### config.mk
export PLATFORM = sky130hd
export DESIGN_NAME = pa_mem_if_flat
export DESIGN_NICKNAME = d
export VERILOG_FILES = /design/src/rtl/pa_pkg.sv /design/src/rtl/pa_mem_if_if.sv /design/src/rtl/pa_prefetch_fifo.sv /design/src/rtl/pa_mem_if.sv /design/src/flat_wrapper.sv
export SDC_FILE = /design/constraint.sdc
export NUM_CORES = 1
export LEC_CHECK = 0
export CORE_MARGIN = 10
export CORE_UTILIZATION = 58
export DETAILED_ROUTE_END_ITERATION = 12
export GPL_TIMING_DRIVEN = 0
export PLACE_DENSITY = 0.85
export SLEW_MARGIN = 10
export SYNTH_ARGS = -nofsm -noshare
export SYNTH_HDL_FRONTEND = slang
export SYNTH_SLANG_ARGS = --single-unit
export TNS_END_PERCENT = 1
### constraint.sdc
create_clock -name clk -period 16.35 [get_ports clk]
set_clock_uncertainty 0.15 [all_clocks]
set_input_delay 3.27 -clock clk [delete_from_list [all_inputs] [get_ports clk]]
set_output_delay 3.27 -clock clk [all_outputs]
set_load 0.02 [all_outputs]
### src/rtl/pa_pkg.sv
// Shared encodings for the PE-array memory interface: accelerator phase codes and controller states.
package pa_pkg;
  localparam logic [1:0] PA_WLOAD = 2'b01;
  localparam logic [1:0] PA_DLOAD = 2'b10;

  typedef enum logic [2:0] {
    ST_IDLE,
    ST_WLOAD,
    ST_DLOAD,
    ST_DRAIN,
    ST_FIN
  } pa_state_e;
endpackage

### src/rtl/pa_mem_if_if.sv
// Host, source SRAM, accelerator memIF and destination SRAM signals of pa_mem_if.
// The master modport is the memory-side controller; slave is its environment.
interface pa_mem_if_if #(
  parameter int AW = 16,
  parameter int DW = 32
);
  logic          start;
  logic [AW-1:0] w_base, d_base, r_base;
  logic [AW-1:0] w_words, d_words, r_words;
  logic          src_en;
  logic [AW-1:0] src_addr;
  logic [DW-1:0] src_rdata;
  logic [DW-1:0] data;
  logic          read_rdy;
  logic          read_acq;
  logic [1:0]    pa_state;
  logic          write_rdy;
  logic          write_acq;
  logic [DW-1:0] result_in;
  logic          dst_we;
  logic [AW-1:0] dst_addr;
  logic [DW-1:0] dst_wdata;
  logic          busy;
  logic          done;

  modport master (
    input  start, w_base, d_base, r_base, w_words, d_words, r_words,
    input  src_rdata, read_acq, pa_state, write_rdy, result_in,
    output src_en, src_addr, data, read_rdy, write_acq,
    output dst_we, dst_addr, dst_wdata, busy, done
  );

  modport slave (
    output start, w_base, d_base, r_base, w_words, d_words, r_words,
    output src_rdata, read_acq, pa_state, write_rdy, result_in,
    input  src_en, src_addr, data, read_rdy, write_acq,
    input  dst_we, dst_addr, dst_wdata, busy, done
  );
endinterface

### src/rtl/pa_prefetch_fifo.sv
// Prefetch FIFO for source read data; registered head pointer, same-cycle push+pop keeps count.
// No full/empty protection: the caller only pushes when a slot was reserved at issue time.
module pa_prefetch_fifo #(
  parameter int DW = 32,
  parameter int FD = 4
) (
  input  logic                 clk,
  input  logic                 rst,
  input  logic                 flush_i,
  input  logic                 push_i,
  input  logic [DW-1:0]        push_dat_i,
  input  logic                 pop_i,
  output logic [DW-1:0]        head_o,
  output logic [$clog2(FD):0]  count_o,
  output logic                 empty_o
);
  localparam int PW = $clog2(FD);

  logic [DW-1:0] mem_q [FD];
  logic [PW-1:0] rd_ptr_q, wr_ptr_q;
  logic [PW:0]   count_q;

  always_ff @(posedge clk or posedge rst) begin
    if (rst) begin
      rd_ptr_q <= '0;
      wr_ptr_q <= '0;
      count_q  <= '0;
    end else if (flush_i) begin
      rd_ptr_q <= '0;
      wr_ptr_q <= '0;
      count_q  <= '0;
    end else begin
      if (push_i) wr_ptr_q <= wr_ptr_q + 1'b1;
      if (pop_i)  rd_ptr_q <= rd_ptr_q + 1'b1;
      count_q <= count_q + {{PW{1'b0}}, push_i} - {{PW{1'b0}}, pop_i};
    end
  end

  always_ff @(posedge clk) begin
    if (push_i) mem_q[wr_ptr_q] <= push_dat_i;
  end

  assign head_o  = mem_q[rd_ptr_q];
  assign count_o = count_q;
  assign empty_o = (count_q == '0);
endmodule

### src/rtl/pa_mem_if.sv
// Streams weight then activation words from a source SRAM to the PE array and writes its results
// to a destination SRAM; first word 3 cycles after start, 1 word/cycle, stalls on read_acq/pa_state.
module pa_mem_if
  import pa_pkg::*;
#(
  parameter int AW = 16,
  parameter int DW = 32,
  parameter int FD = 4
) (
  input logic         clk,
  input logic         rst,
  pa_mem_if_if.master bus
);
  localparam int CW = $clog2(FD) + 1;

  pa_state_e     state_q, state_d;
  logic [AW-1:0] w_base_q, d_base_q, r_base_q, w_words_q, d_words_q, r_words_q;
  logic [AW-1:0] issued_q, acked_q, rcount_q;
  logic          in_flight_q, ovf_q;
  logic          dst_we_q;
  logic [AW-1:0] dst_addr_q;
  logic [DW-1:0] dst_wdata_q, data_q;

  logic          load, read_rdy, pop, issue, last, busy, wr_xfer, launch;
  logic [AW-1:0] phase_cnt, phase_base;
  logic [1:0]    phase_code;
  logic [AW:0]   acked_nx;
  logic [CW:0]   occ_lhs, occ_rhs;
  logic [DW-1:0] fifo_head;
  logic [CW-1:0] fifo_cnt;
  logic          fifo_empty;

  assign load       = (state_q == ST_WLOAD) || (state_q == ST_DLOAD);
  assign phase_cnt  = (state_q == ST_DLOAD) ? d_words_q : w_words_q;
  assign phase_base = (state_q == ST_DLOAD) ? d_base_q : w_base_q;
  assign phase_code = (state_q == ST_DLOAD) ? PA_DLOAD : PA_WLOAD;
  assign read_rdy   = load && !fifo_empty && (bus.pa_state == phase_code);
  assign pop        = read_rdy && bus.read_acq;
  assign acked_nx   = {1'b0, acked_q} + {{AW{1'b0}}, pop};
  assign last       = load && (acked_nx == {1'b0, phase_cnt});

  // A slot is reserved at issue time, so the response arriving next cycle always fits.
  assign occ_lhs = {1'b0, fifo_cnt} + {{CW{1'b0}}, in_flight_q};
  assign occ_rhs = (CW+1)'(FD) + {{CW{1'b0}}, pop};
  assign issue   = load && (occ_lhs < occ_rhs) && (issued_q < phase_cnt);

  assign busy    = (state_q == ST_WLOAD) || (state_q == ST_DLOAD) || (state_q == ST_DRAIN);
  assign wr_xfer = bus.write_rdy && busy;
  assign launch  = (state_q == ST_IDLE) && bus.start;

  pa_prefetch_fifo #(.DW(DW), .FD(FD)) u_fifo (
    .clk        (clk),
    .rst        (rst),
    .flush_i    (last),
    .push_i     (in_flight_q),
    .push_dat_i (bus.src_rdata),
    .pop_i      (pop),
    .head_o     (fifo_head),
    .count_o    (fifo_cnt),
    .empty_o    (fifo_empty)
  );

  always_comb begin
    state_d = state_q;
    case (state_q)
      ST_IDLE:  if (bus.start) state_d = ST_WLOAD;
      ST_WLOAD: if (last) state_d = ST_DLOAD;
      ST_DLOAD: if (last) state_d = (rcount_q == r_words_q) ? ST_FIN : ST_DRAIN;
      ST_DRAIN: if (rcount_q == r_words_q) state_d = ST_FIN;
      ST_FIN:   state_d = ST_IDLE;
      default:  state_d = ST_IDLE;
    endcase
  end

  always_ff @(posedge clk or posedge rst) begin
    if (rst) begin
      state_q     <= ST_IDLE;
      w_base_q    <= '0;
      d_base_q    <= '0;
      r_base_q    <= '0;
      w_words_q   <= '0;
      d_words_q   <= '0;
      r_words_q   <= '0;
      issued_q    <= '0;
      acked_q     <= '0;
      rcount_q    <= '0;
      in_flight_q <= 1'b0;
      ovf_q       <= 1'b0;
      dst_we_q    <= 1'b0;
      dst_addr_q  <= '0;
      dst_wdata_q <= '0;
      data_q      <= '0;
    end else begin
      state_q     <= state_d;
      in_flight_q <= issue;
      dst_we_q    <= 1'b0;
      if (read_rdy) data_q <= fifo_head;

      if (launch) begin
        w_base_q  <= bus.w_base;
        d_base_q  <= bus.d_base;
        r_base_q  <= bus.r_base;
        w_words_q <= bus.w_words;
        d_words_q <= bus.d_words;
        r_words_q <= bus.r_words;
        issued_q  <= '0;
        acked_q   <= '0;
        rcount_q  <= '0;
        ovf_q     <= 1'b0;
      end else begin
        if (last) begin
          issued_q <= '0;
          acked_q  <= '0;
        end else begin
          if (issue) issued_q <= issued_q + 1'b1;
          if (pop)   acked_q  <= acked_q + 1'b1;
        end
        // Results beyond r_words are still handshaken but never written.
        if (wr_xfer && (rcount_q != r_words_q)) begin
          dst_we_q    <= 1'b1;
          dst_addr_q  <= r_base_q + rcount_q;
          dst_wdata_q <= bus.result_in;
          rcount_q    <= rcount_q + 1'b1;
        end
        ovf_q <= ovf_q || (wr_xfer && (rcount_q == r_words_q));
      end
    end
  end

  assign bus.src_en    = issue;
  assign bus.src_addr  = phase_base + issued_q;
  assign bus.read_rdy  = read_rdy;
  assign bus.data      = read_rdy ? fifo_head : data_q;
  assign bus.write_acq = busy;
  assign bus.dst_we    = dst_we_q;
  assign bus.dst_addr  = dst_addr_q;
  assign bus.dst_wdata = dst_wdata_q;
  assign bus.busy      = busy;
  assign bus.done      = (state_q == ST_FIN);
endmodule

### src/flat_wrapper.sv
// flat-port wrapper written by rule: the top's interface ports become plain ports
module pa_mem_if_flat import pa_pkg::*;
#(
  parameter int AW = 16,
  parameter int DW = 32,
  parameter int FD = 4
)
  (clk, rst, bus_start, bus_w_base, bus_d_base, bus_r_base, bus_w_words, bus_d_words, bus_r_words, bus_src_rdata, bus_read_acq, bus_pa_state, bus_write_rdy, bus_result_in, bus_src_en, bus_src_addr, bus_data, bus_read_rdy, bus_write_acq, bus_dst_we, bus_dst_addr, bus_dst_wdata, bus_busy, bus_done);
  pa_mem_if_if #(.AW(AW), .DW(DW)) bus_i ();
  input logic clk;
  input logic rst;
  input wire logic [$bits(bus_i.start)-1:0] bus_start;
  input wire logic [$bits(bus_i.w_base)-1:0] bus_w_base;
  input wire logic [$bits(bus_i.d_base)-1:0] bus_d_base;
  input wire logic [$bits(bus_i.r_base)-1:0] bus_r_base;
  input wire logic [$bits(bus_i.w_words)-1:0] bus_w_words;
  input wire logic [$bits(bus_i.d_words)-1:0] bus_d_words;
  input wire logic [$bits(bus_i.r_words)-1:0] bus_r_words;
  input wire logic [$bits(bus_i.src_rdata)-1:0] bus_src_rdata;
  input wire logic [$bits(bus_i.read_acq)-1:0] bus_read_acq;
  input wire logic [$bits(bus_i.pa_state)-1:0] bus_pa_state;
  input wire logic [$bits(bus_i.write_rdy)-1:0] bus_write_rdy;
  input wire logic [$bits(bus_i.result_in)-1:0] bus_result_in;
  output wire logic [$bits(bus_i.src_en)-1:0] bus_src_en;
  output wire logic [$bits(bus_i.src_addr)-1:0] bus_src_addr;
  output wire logic [$bits(bus_i.data)-1:0] bus_data;
  output wire logic [$bits(bus_i.read_rdy)-1:0] bus_read_rdy;
  output wire logic [$bits(bus_i.write_acq)-1:0] bus_write_acq;
  output wire logic [$bits(bus_i.dst_we)-1:0] bus_dst_we;
  output wire logic [$bits(bus_i.dst_addr)-1:0] bus_dst_addr;
  output wire logic [$bits(bus_i.dst_wdata)-1:0] bus_dst_wdata;
  output wire logic [$bits(bus_i.busy)-1:0] bus_busy;
  output wire logic [$bits(bus_i.done)-1:0] bus_done;
  assign bus_i.start = bus_start;
  assign bus_i.w_base = bus_w_base;
  assign bus_i.d_base = bus_d_base;
  assign bus_i.r_base = bus_r_base;
  assign bus_i.w_words = bus_w_words;
  assign bus_i.d_words = bus_d_words;
  assign bus_i.r_words = bus_r_words;
  assign bus_i.src_rdata = bus_src_rdata;
  assign bus_i.read_acq = bus_read_acq;
  assign bus_i.pa_state = bus_pa_state;
  assign bus_i.write_rdy = bus_write_rdy;
  assign bus_i.result_in = bus_result_in;
  assign bus_src_en = bus_i.src_en;
  assign bus_src_addr = bus_i.src_addr;
  assign bus_data = bus_i.data;
  assign bus_read_rdy = bus_i.read_rdy;
  assign bus_write_acq = bus_i.write_acq;
  assign bus_dst_we = bus_i.dst_we;
  assign bus_dst_addr = bus_i.dst_addr;
  assign bus_dst_wdata = bus_i.dst_wdata;
  assign bus_busy = bus_i.busy;
  assign bus_done = bus_i.done;
  pa_mem_if #(.AW(AW), .DW(DW), .FD(FD)) u_core (.clk(clk), .rst(rst), .bus(bus_i));
endmodule
==> results of run 1 <==
[cells by family after synthesis]
family                     Yosys count  synth area share
and+or+nand+nor                    641            0.1616
muxes                               99           0.08653
buffers and inverters              103           0.02636
adders and majority gates           62           0.04710
DFF                                364            0.5753
xor gates and xnor gates           106           0.05722
AOI/OAI and AO/OA                  119           0.04592
[worst min path at each step]
| stage | endpoint | slack, ns | cells after the start |
|---|---|---|---|
| 3_5_place_dp | u_core.w_words_q[9] | 0.31 | 2 |
| 4_1_cts | u_core.w_base_q[11] | 0.33 | 2 |
| 3_3_place_gp | u_core.d_base_q[3] | 0.30 | 2 |
| 5_1_grt | u_core.w_words_q[13] | 0.34 | 2 |
| 2_1_floorplan | u_core.d_base_q[0] | 0.29 | 2 |
| 6_report | u_core.d_base_q[11] | 0.32 | 2 |
[registers in the layout (all words and copies together) (netlist names)]
name and count:
u_core.acked_q 16, u_core.bus.dst_addr 16, u_core.bus.dst_wdata 32, u_core.bus.dst_we 1
u_core.d_base_q 16, u_core.d_words_q 16, u_core.data_q 32, u_core.in_flight_q 1
u_core.issued_q 16, u_core.r_base_q 16, u_core.r_words_q 16, u_core.rcount_q 16
u_core.state_q 3, u_core.u_fifo.count_o 3, u_core.u_fifo.mem_q 128, u_core.u_fifo.rd_ptr_q 2
u_core.u_fifo.wr_ptr_q 2, u_core.w_base_q 16, u_core.w_words_q 16
[synthesized netlist by cell type, drive strengths merged, types with 5 or more instances]
cell / count
a211oi: 7
a21o: 11
a21oi: 24
and2: 10
and3: 14
buf: 19
clkbuf: 50
dfrtp: 236
edfxtp: 128
ha: 59
inv: 34
mux2: 48
mux2i: 19
mux4: 32
nand2: 429
nand2b: 11
nand3: 22
nand4: 27
nor2: 79
nor2b: 5
nor3: 12
o21ai: 36
o21bai: 5
or3: 10
xnor2: 58
xor2: 45
[power breakdown]
group          leakage [nW]  total, W  switching (W)  internal, W
Clock                 0.616  0.000875       0.000357     0.000518
Combinational          4.52   0.00126       0.000678     0.000585
Sequential             4.12   0.00135       0.000146      0.00121
Total                  9.26   0.00349        0.00118      0.00231
[layout by cell type, fill, tap and decap left out, drive strengths merged, types with 24 or more instances in the layout]
cell,count
dfrtp,236
xnor2,58
mux4,32
mux2,48
a21oi,24
edfxtp,128
xor2,45
clkbuf,109
o21ai,36
nor2,79
nand4,27
inv,37
nand2,429
clkdlybuf4s50,268
ha,59
buf,25
[stage by stage]
step	utilization	hold WS (ns)	total power (W)
finish	0.7482	0.3240	0.003491
CTS	0.7478	0.3268	0.003509
detailed placement	0.7039	0.3119	0.002606
floorplan	-	0.2901	0.002100
global route	0.7482	0.3430	0.003661
global placement	0.6988	0.3026	0.002531
[cell type report]
cell class | instances | area, sq um
clock inverters | 11 | 155.1
inverters | 34 | 135.1
flip-flops and latches | 364 | 9749
diodes | 4 | 10.01
fillers | 1844 | 7247
multi-input cells | 1027 | 6756
well taps | 384 | 480.5
clock buffers | 59 | 1110
repair buffers | 274 | 2818
plain buffers | 69 | 319.1
[worst max-delay path: stages]
cell and delay [ns]:
clkdlybuf4s50_1 0.42, nand2b_1 0.14, mux2i_1 0.25, a41oi_1 0.25
a2111oi_0 0.76, clkbuf_1 0.41, nand2_1 0.20, inv_1 0.17
clkdlybuf4s50_1 0.69
[metal layers]
metal | vias up | part of all wire | wire (um) | GRT usage
li1 | 5775 | - | - | -
met1 | 6264 | 0.38 | 17900 | 0.3082
met2 | 427 | 0.52 | 24390 | 0.4440
met3 | 99 | 0.062 | 2912 | 0.04574
met4 | 0 | 0.034 | 1592 | 0.09328
met5 | - | 0 | 0 | 0
==> summary.md, run 1 <==
| Metric | Value |
|---|---|
| FP Rows | `slightly above 60` |
| Total gr overflow | `0` |
| Drc violations | `0` |
| Post-CTS Resized | `0` |
| Vias in the first global route | `~13,000` |
| Post-synth top area cell | `dfrtp_1` |
| WL per Instance | `~21 um` |
| Max Cap Viol | `0` |
| Yosys Warn Count | `0` |
| CP Launch Type | `primary input` |
| Clk Latency, worst-skew pair | `0.53 ns` |
| Actual slew at the worst max-slew pin | `around 1.1 ns` |
| Via density | `5.645` |
| Peak VDD IR | `0.1404 mV` |
| Synth top area share | `0.3485` |
| Post-DRT Antenna Nets | `0` |
| Worst slack, placed | `6.418 ns` |
| Yosys cell types | `66` |
| Largest net degree at the start of global routing | `119` |
| Worst-case reg-to-reg path depth | `20` |
| Share of layout cells above drive strength 1 | `0.09467` |
| Full die area | `36,460 sq um` |
| Clock tree buffer depth | `3` |
| Synth async-reset ratio | `0.6484` |
| Top cells by area, synth | `dfrtp_1 35%, edfxtp_1 23%, nand2_1 9.5%` |
| Setup TNS | `0 ns` |
| Initial DRC Count | `919` |
| Unrepaired setup endpoints after global routing | `false` |
| Buffers on Ports | `268` |
| CP required | `12.93 ns` |
| # Post-CTS Setup Buffers | `0` |
| Hold buffers post-CTS | `0` |
| Reg clk slew, reported paths | `0.06 ns` |
| Worst r2r dst | `u_core.issued_q[10]` |
| Clock sink count | `364` |
| Crit path DAT | `~6.6 ns` |
| Critical path endpoint | `bus_src_en` |
| Run status | `finished clean` |
| Max Freq | `100.2 MHz` |
| Number of buffers created by CTS | `38` |
| CTS tree | `built` |
| Post-synth EDFFs | `approximately 130` |
| Initial antenna violation count | `4` |
| Design area | `21,530 sq um` |
| Seq cells post-synth | `364` |
| Synthesized Nets | `1,723` |
| Setup violators final | `0` |
| Clk root buf | `clkbuf_16` |
| Dpl hpwl | `33,560 um` |
| H-tree level count | `2` |
| First-pass GRT wire length | `72,910 um` |
| Crit Path Max Fanout | `10` |
| Critical Path Source | `bus_pa_state[0]` |
| DIE HEIGHT | `between 150 and 200 um` |
| Slew HR | `0.2512` |
| Nets | `2,037` |
| Die width | `190.9 um` |
| Initial core utilization | `0.5889` |
| Hold Path Class | `flop to flop` |
| Routability cong. | `0.9261` |
| Power per cell area | `162.1 nW/um^2` |
| Drt pass-1 iters | `5` |
| HP Start | `u_core.d_base_q[11]` |
| Leakage | `9.255 nW` |
| Final Hold Fails | `0` |
| Worst reg-to-reg setup slack | `10.98 ns` |
| Setup ws final | `6.366 ns` |
| Minimum clock period | `9.984 ns` |
| DP Cell Count | `~2,200` |
| Period utilisation layout | `0.6107` |
| Syn avg cell area | `11.34 sq um` |
| Area growth, synth to finish | `27.06%` |
| Non-Filler Instances | `2,226` |
| I/O Pins | `around 270` |
| Total GRT Usage | `0.2539` |
| Post-Route WL | `46,790 um` |
| Sequential area share after synthesis | `0.5753` |
| Slew Viols, Final | `0` |
| Placed instance area | `20,260 sq um` |
| CP Capture Type | `primary output` |
| Critical setup path kind | `primary input to primary output` |
| Reg2reg start | `u_core.state_q[0]` |
| Main synth FF type | `dfrtp_1` |
| Total number of vias | `12,570` |
| Post-Syn Instances | `1,494` |
| Synth Cell Area | `between 15,000 and 20,000 sq um` |
| Core footprint | `28,780 sq um` |
No activity file was read; power rests on OpenSTA's default activity.
==> run 2, diff against run 1 <==
--- a/config.mk
+++ b/config.mk
@@ -6,10 +6,10 @@
 export NUM_CORES = 1
 export LEC_CHECK = 0
 export CORE_MARGIN = 10
-export CORE_UTILIZATION = 58
+export CORE_UTILIZATION = 54
 export DETAILED_ROUTE_END_ITERATION = 12
 export GPL_TIMING_DRIVEN = 0
-export PLACE_DENSITY = 0.85
+export PLACE_DENSITY = 0.8
 export SLEW_MARGIN = 10
 export SYNTH_ARGS = -nofsm -noshare
 export SYNTH_HDL_FRONTEND = slang
==> constraint.sdc (replaced) <==
create_clock -name clk -period 9.56 [get_ports clk]
set_clock_uncertainty 0.15 [all_clocks]
set_input_delay 1.912 -clock clk [delete_from_list [all_inputs] [get_ports clk]]
set_output_delay 1.912 -clock clk [all_outputs]
set_load 0.02 [all_outputs]
==> summary.md, run 2 (synthesis results as in run 1) <==
| Metric | Value |
|---|---|
| Minimum clock period | `7.977 ns` |
| Dpl hpwl | `32,930 um` |
| Hold buffers post-CTS | `0` |
| Vias in the first global route | `12,660` |
| Clk Latency, worst-skew pair | `~0.53 ns` |
| CTS tree | `built` |
| Post-DRT Antenna Nets | `0` |
| Setup violators final | `0` |
| Met3 Use GR | `0.04242` |
| Drc violations | `0` |
| Max Freq | `around 130 MHz` |
| Setup TNS | `0 ns` |
| Die width | `197.2 um` |
| Nets | `2,037` |
| Post-Route WL | `44,660 um` |
| Max Cap Viol | `0` |
| Crit path DAT | `5.92 ns` |
| Worst path bufs/invs | `6` |
| Most common cell after layout, fill and taps aside | `nand2_1` |
| Critical setup path kind | `flop to primary output` |
| Total gr overflow | `0` |
| Crit Path Max Fanout | `10` |
| Clk root buf | `clkbuf_16` |
| DIE HEIGHT | `197.2 um` |
| Largest Register | `u_core.u_fifo.mem_q` |
| Final Hold Fails | `0` |
| Initial core utilization | `0.5511` |
| Unrepaired setup endpoints after global routing | `false` |
| Fill cells | `roughly 2,200` |
| CP Capture Type | `primary output` |
| M2 GR Usage | `0.3910` |
| Full die area | `38,870 sq um` |
| Power per cell area | `273.8 nW/um^2` |
| CP Launch Type | `flop` |
| Leakage | `9.263 nW` |
| Clock sink count | `between 300 and 400` |
| I/O Pins | `269` |
| Setup ws final | `around 1.6 ns` |
| Largest net degree at the start of global routing | `116` |
| Hold Slack | `around 0.32 ns` |
| Share of layout cells above drive strength 1 | `0.09630` |
| Total GRT Usage | `0.2270` |
| Total number of vias | `roughly 12,000` |
| Clock tree buffer depth | `3` |
| # Post-CTS Setup Buffers | `0` |
| FP Rows | `64` |
| Via density | `approximately 5.5` |
| CP required | `roughly 7.5 ns` |
| WL per Instance | `approximately 20 um` |
| Max reg flops | `about 130` |
| Peak VDD IR | `0.2422 mV` |
| Initial antenna violation count | `2` |
| Post-CTS Resized | `0` |
| Hold Path Class | `flop to flop` |
| First-pass GRT wire length | `70,330 um` |
| Area growth, synth to finish | `27.07%` |
| H-tree level count | `2` |
| Core footprint | `30,750 sq um` |
| Run status | `finished clean` |
| Worst slack, placed | `2.213 ns` |
| Largest stage delay on the critical path | `0.67 ns` |
| Actual slew at the worst max-slew pin | `~1.2 ns` |
| Initial DRC Count | `702` |
| Area of the multi-input gates | `slightly below 7000 sq um` |
| Routability cong. | `around 0.92` |
| Critical-path cell list | `buf_2 -> nor3b_2 -> buf_6 -> buf_8 -> buf_2 -> buf_1 -> mux2_2 -> ha_1 -> o41ai_1 -> o21ai_0 -> o41ai_1 -> o2111ai_1 -> a21oi_1 -> xnor2_1 -> clkdlybuf4s50_1` |
| Met1 Use GR | `0.2858` |
| Slew Viols, Final | `0` |
| Slew HR | `0.2158` |
| Most frequent cells in the layout | `429 x nand2_1, 268 x clkdlybuf4s50_1, 236 x dfrtp_1` |
| Worst reg-to-reg setup slack | `4.10 ns` |
| Buffers on Ports | `~270` |
| Period utilisation layout | `0.8345` |
| Reg clk slew, reported paths | `0.06 ns` |
| Drt pass-1 iters | `5` |
| Register Area | `a little under 10,000 sq um` |
| Top delay family on crit path | `buffers and inverters` |
| Design area | `21,540 sq um` |
| GR peak layer | `met2` |
| Slowest cell on the critical path | `clkdlybuf4s50_1` |
| Placed instance area | `20,270 sq um` |
| Pwr Total | `0.005897 W` |
| Number of buffers created by CTS | `38` |
==> run 2: cell count changes in the layout (fill, tap and decap cells not counted), sizes merged <==
cell and delta:
bufinv -1, clkinv +6, clkbuf -4, clkinvlp -1
==> run 2: report_power, final <==
group | leakage, nW | internal (W) | switching, W
Sequential | 4.12 | 0.00206 | 0.000233
Combinational | 4.52 | 0.000997 | 0.00114
Clock | 0.623 | 0.000863 | 0.000605
Total | 9.26 | 0.00392 | 0.00197
==> run 2: worst paths after layout <==
path / start / endpoint / cells after the start
setup / recovery: u_core.state_q[0] / bus_src_addr[15] / 15
hold / removal: u_core.w_words_q[4] / u_core.w_words_q[4] / 2
setup reg to reg: u_core.state_q[0] / u_core.issued_q[12] / 20
hold reg to reg: u_core.w_words_q[4] / u_core.w_words_q[4] / 2
max in group asynchronous: rst / u_core.w_words_q[8] / 4
min in group asynchronous: rst / u_core.d_base_q[1] / 2
==> run 2: layer usage <==
metal | up-vias | routed length, um
met5 | - | 0
met4 | 0 | 1053
met3 | 73 | 2940
met2 | 385 | 22890
met1 | 6047 | 17770
li1 | 5776 | -
==> run 2: cell type report <==
cell class                      count  share of cell area
Sequential cell                   364              0.4527
Multi-Input combinational cell   1027              0.3137
Timing Repair Buffer              274              0.1308
Clock buffer                       55             0.05130
Tap cell                          396             0.02301
Buffer                             69             0.01482
Clock inverter                     15            0.006856
Inverter                           34            0.006275
Antenna cell                        4           0.0004648
==> run 2: metrics by stage <==
stage | std cells | utilization
floorplan | 1494 | -
global placement | 2158 | 0.6545
detailed placement | 2164 | 0.6593
CTS | 2234 | 0.7000
global route | 2236 | 0.7002
finish | 2238 | 0.7004
==> run 2: worst min-delay path, cell delays in order, from the launching register on <==
cell,delay [ns]
dfrtp_1,0.33
nand2_1,0.05
nand2_1,0.05
==> run 3, diff against run 2 <==
--- a/config.mk
+++ b/config.mk
@@ -6,10 +6,10 @@
 export NUM_CORES = 1
 export LEC_CHECK = 0
 export CORE_MARGIN = 10
-export CORE_UTILIZATION = 54
+export CORE_UTILIZATION = 49
 export DETAILED_ROUTE_END_ITERATION = 12
 export GPL_TIMING_DRIVEN = 0
-export PLACE_DENSITY = 0.8
+export PLACE_DENSITY = 0.77
 export SLEW_MARGIN = 10
 export SYNTH_ARGS = -nofsm -noshare
 export SYNTH_HDL_FRONTEND = slang
==> constraint.sdc (replaced) <==
create_clock -name clk -period 6.6 [get_ports clk]
set_clock_uncertainty 0.15 [all_clocks]
set_input_delay 1.32 -clock clk [delete_from_list [all_inputs] [get_ports clk]]
set_output_delay 1.32 -clock clk [all_outputs]
set_load 0.02 [all_outputs]
==> summary.md, run 3 (synthesis results as in run 1) <==
| Metric | Value |
|---|---|
| Clk Latency, worst-skew pair | `roughly 0.52 ns` |
| Nets | `2,043` |
| I/O Pins | `269` |
| Initial core utilization | `0.4930` |
| Worst reg-to-reg setup slack | `1.61 ns` |
| First-pass GRT wire length | `between 70,000 and 80,000 um` |
| Clock tree buffer depth | `3` |
| Power share of the combinational group | `0.359` |
| Core footprint | `34,370 sq um` |
| Post-DRT Antenna Nets | `0` |
| Vias in the first global route | `12,750` |
| Placed instance area | `approximately 20,000 sq um` |
| Peak VDD IR | `0.3150 mV` |
| CTS tree | `built` |
| Reg2reg start | `u_core.state_q[0]` |
| Clock share of power | `0.257` |
| Worst hold stages | `2` |
| Share of layout cells above drive strength 1 | `0.1030` |
| Worst r2r dst | `u_core.acked_q[5]` |
| FP Rows | `68` |
| Total GRT Usage | `0.2082` |
| Routability cong. | `0.9001` |
| Setup violators final | `0` |
| Drt pass-1 iters | `5` |
| Slowest cell on the critical path | `clkdlybuf4s50_1` |
| P_int | `0.005802 W` |
| Top delay family on crit path | `buffers and inverters` |
| Post-Route WL | `44,670 um` |
| Hold Crit Endpoint | `u_core.d_base_q[5]` |
| Total gr overflow | `0` |
| Max Freq | `around 160 MHz` |
| Largest stage delay on the critical path | `0.69 ns` |
| Largest net degree at the start of global routing | `38` |
| Area growth, synth to finish | `28.79%` |
| Period utilisation layout | `0.9478` |
| Largest Register | `u_core.u_fifo.mem_q` |
| CP Launch Type | `flop` |
| Critical-path cell list | `buf_2 -> nor3b_2 -> buf_6 -> buf_8 -> mux2_2 -> ha_1 -> fa_1 -> a21o_1 -> a21oi_1 -> o21bai_1 -> a31o_2 -> a311o_1 -> nand2_1 -> xnor2_1 -> clkdlybuf4s50_1` |
| CP required | `5.13 ns` |
| Power per cell area | `397.1 nW/um^2` |
| Design area | `21,830 sq um` |
| Actual slew at the worst max-slew pin | `approximately 1.2 ns` |
| Via density | `5.314` |
| Switching Fraction | `0.3307` |
| Critical setup path kind | `flop to primary output` |
| Die width | `206.0 um` |
| Leakage | `9.397 nW` |
| Buffers on Ports | `268` |
| Unrepaired setup endpoints after global routing | `false` |
| Setup TNS | `0 ns` |
| Initial antenna violation count | `4` |
| Most frequent cells in the layout | `429 x nand2_1, 265 x clkdlybuf4s50_1, 236 x dfrtp_1` |
| Dpl hpwl | `33,060 um` |
| Hold Slack | `between 0.3 and 0.4 ns` |
| Reg clk slew, reported paths | `0.06 ns` |
| Worst path bufs/invs | `4` |
| Clock sink count | `about 360` |
| DIE HEIGHT | `206.0 um` |
| Total number of vias | `between 10,000 and 15,000` |
| CP Capture Type | `primary output` |
| WL per Instance | `a little under 20 um` |
| Sw power | `approximately 0.0029 W` |
| Number of buffers created by CTS | `39` |
| H-tree level count | `2` |
| Minimum clock period | `~6.3 ns` |
| Drc violations | `0` |
| Most common cell after layout, fill and taps aside | `nand2_1` |
| HP Start | `u_core.d_base_q[5]` |
| Max Cap Viol | `0` |
| Worst-case reg-to-reg path depth | `19` |
| Hold Path Class | `flop to flop` |
| Crit Path Max Fanout | `19` |
| Clk root buf | `clkbuf_16` |
| Slew Viols, Final | `0` |
| Slew HR | `0.2063` |
| Final Hold Fails | `0` |
| Full die area | `42,430 sq um` |
| Run status | `finished clean` |
| Max reg flops | `128` |
| Crit path DAT | `about 4.8 ns` |
| Initial DRC Count | `758` |
| Sequential Power Share | `0.384` |
==> run 3: worst min-delay path, cell delays in order, from the launching register on <==
cell	delay, ns
dfrtp_1	0.34
nand2_1	0.05
nand2_1	0.05
==> run 3: worst max path at each step <==
stage	from	to	slack, ns	cells after the start
after floorplan	u_core.state_q[0]	bus_src_addr[15]	1.35	14
after global placement	u_core.state_q[0]	bus_src_addr[15]	-0.19	15
after detailed placement	u_core.state_q[0]	bus_src_addr[15]	-0.21	15
after CTS	u_core.state_q[0]	bus_src_addr[14]	0.06	16
after global routing	u_core.state_q[0]	bus_src_en	0.07	13
final	u_core.state_q[0]	bus_src_addr[12]	0.34	15
==> run 3: power by group through the flow <==
stage                     Clock, W  Sequential, W  Combinational [W]
after floorplan                  0        0.00333            0.00187
final                      0.00223        0.00333            0.00311
after detailed placement         0        0.00335            0.00311
after global placement           0        0.00333            0.00296
after CTS                  0.00226        0.00333            0.00316
after global routing       0.00236        0.00339            0.00340
==> run 3: repair_timing <==
action | in CTS | in global routing
gates resized for setup | 3 | 4
setup endpoints to repair | 5 | 3
setup buffers | 1 | 0
hold buffers | 0 | 0
pin swaps | 1 | 0
==> run 3: area by class of cell <==
class / count / area [sq um]
flip-flops and latches: 364 / 9749
inverters: 34 / 131.4
well taps: 455 / 569.3
clock buffers: 53 / 1120
fillers: 2609 / 12550
clock inverters: 19 / 210.2
diodes: 4 / 10.01
repair buffers: 280 / 2940
multi-input cells: 1027 / 6778
plain buffers: 68 / 317.8
==> run 3: routing by layer <==
layer | GRT usage | vias up | wire [um]
met1 | 0.2565 | 6054 | 18120
met2 | 0.3686 | 352 | 23140
met5 | 0 | - | 18
met3 | 0.03574 | 63 | 2482
li1 | - | 5773 | -
met4 | 0.05890 | 2 | 918
==> run 3: metrics by stage <==
stage / total power, W / utilization / setup slack, ns / instances
floorplan: 0.005203 / - / 1.347 / 1494
global placement: 0.006291 / 0.5878 / -0.1915 / 2217
detailed placement: 0.006462 / 0.5952 / -0.2100 / 2228
CTS: 0.008745 / 0.6342 / 0.06265 / 2300
global route: 0.009143 / 0.6348 / 0.06533 / 2302
finish: 0.008668 / 0.6350 / 0.3448 / 2304
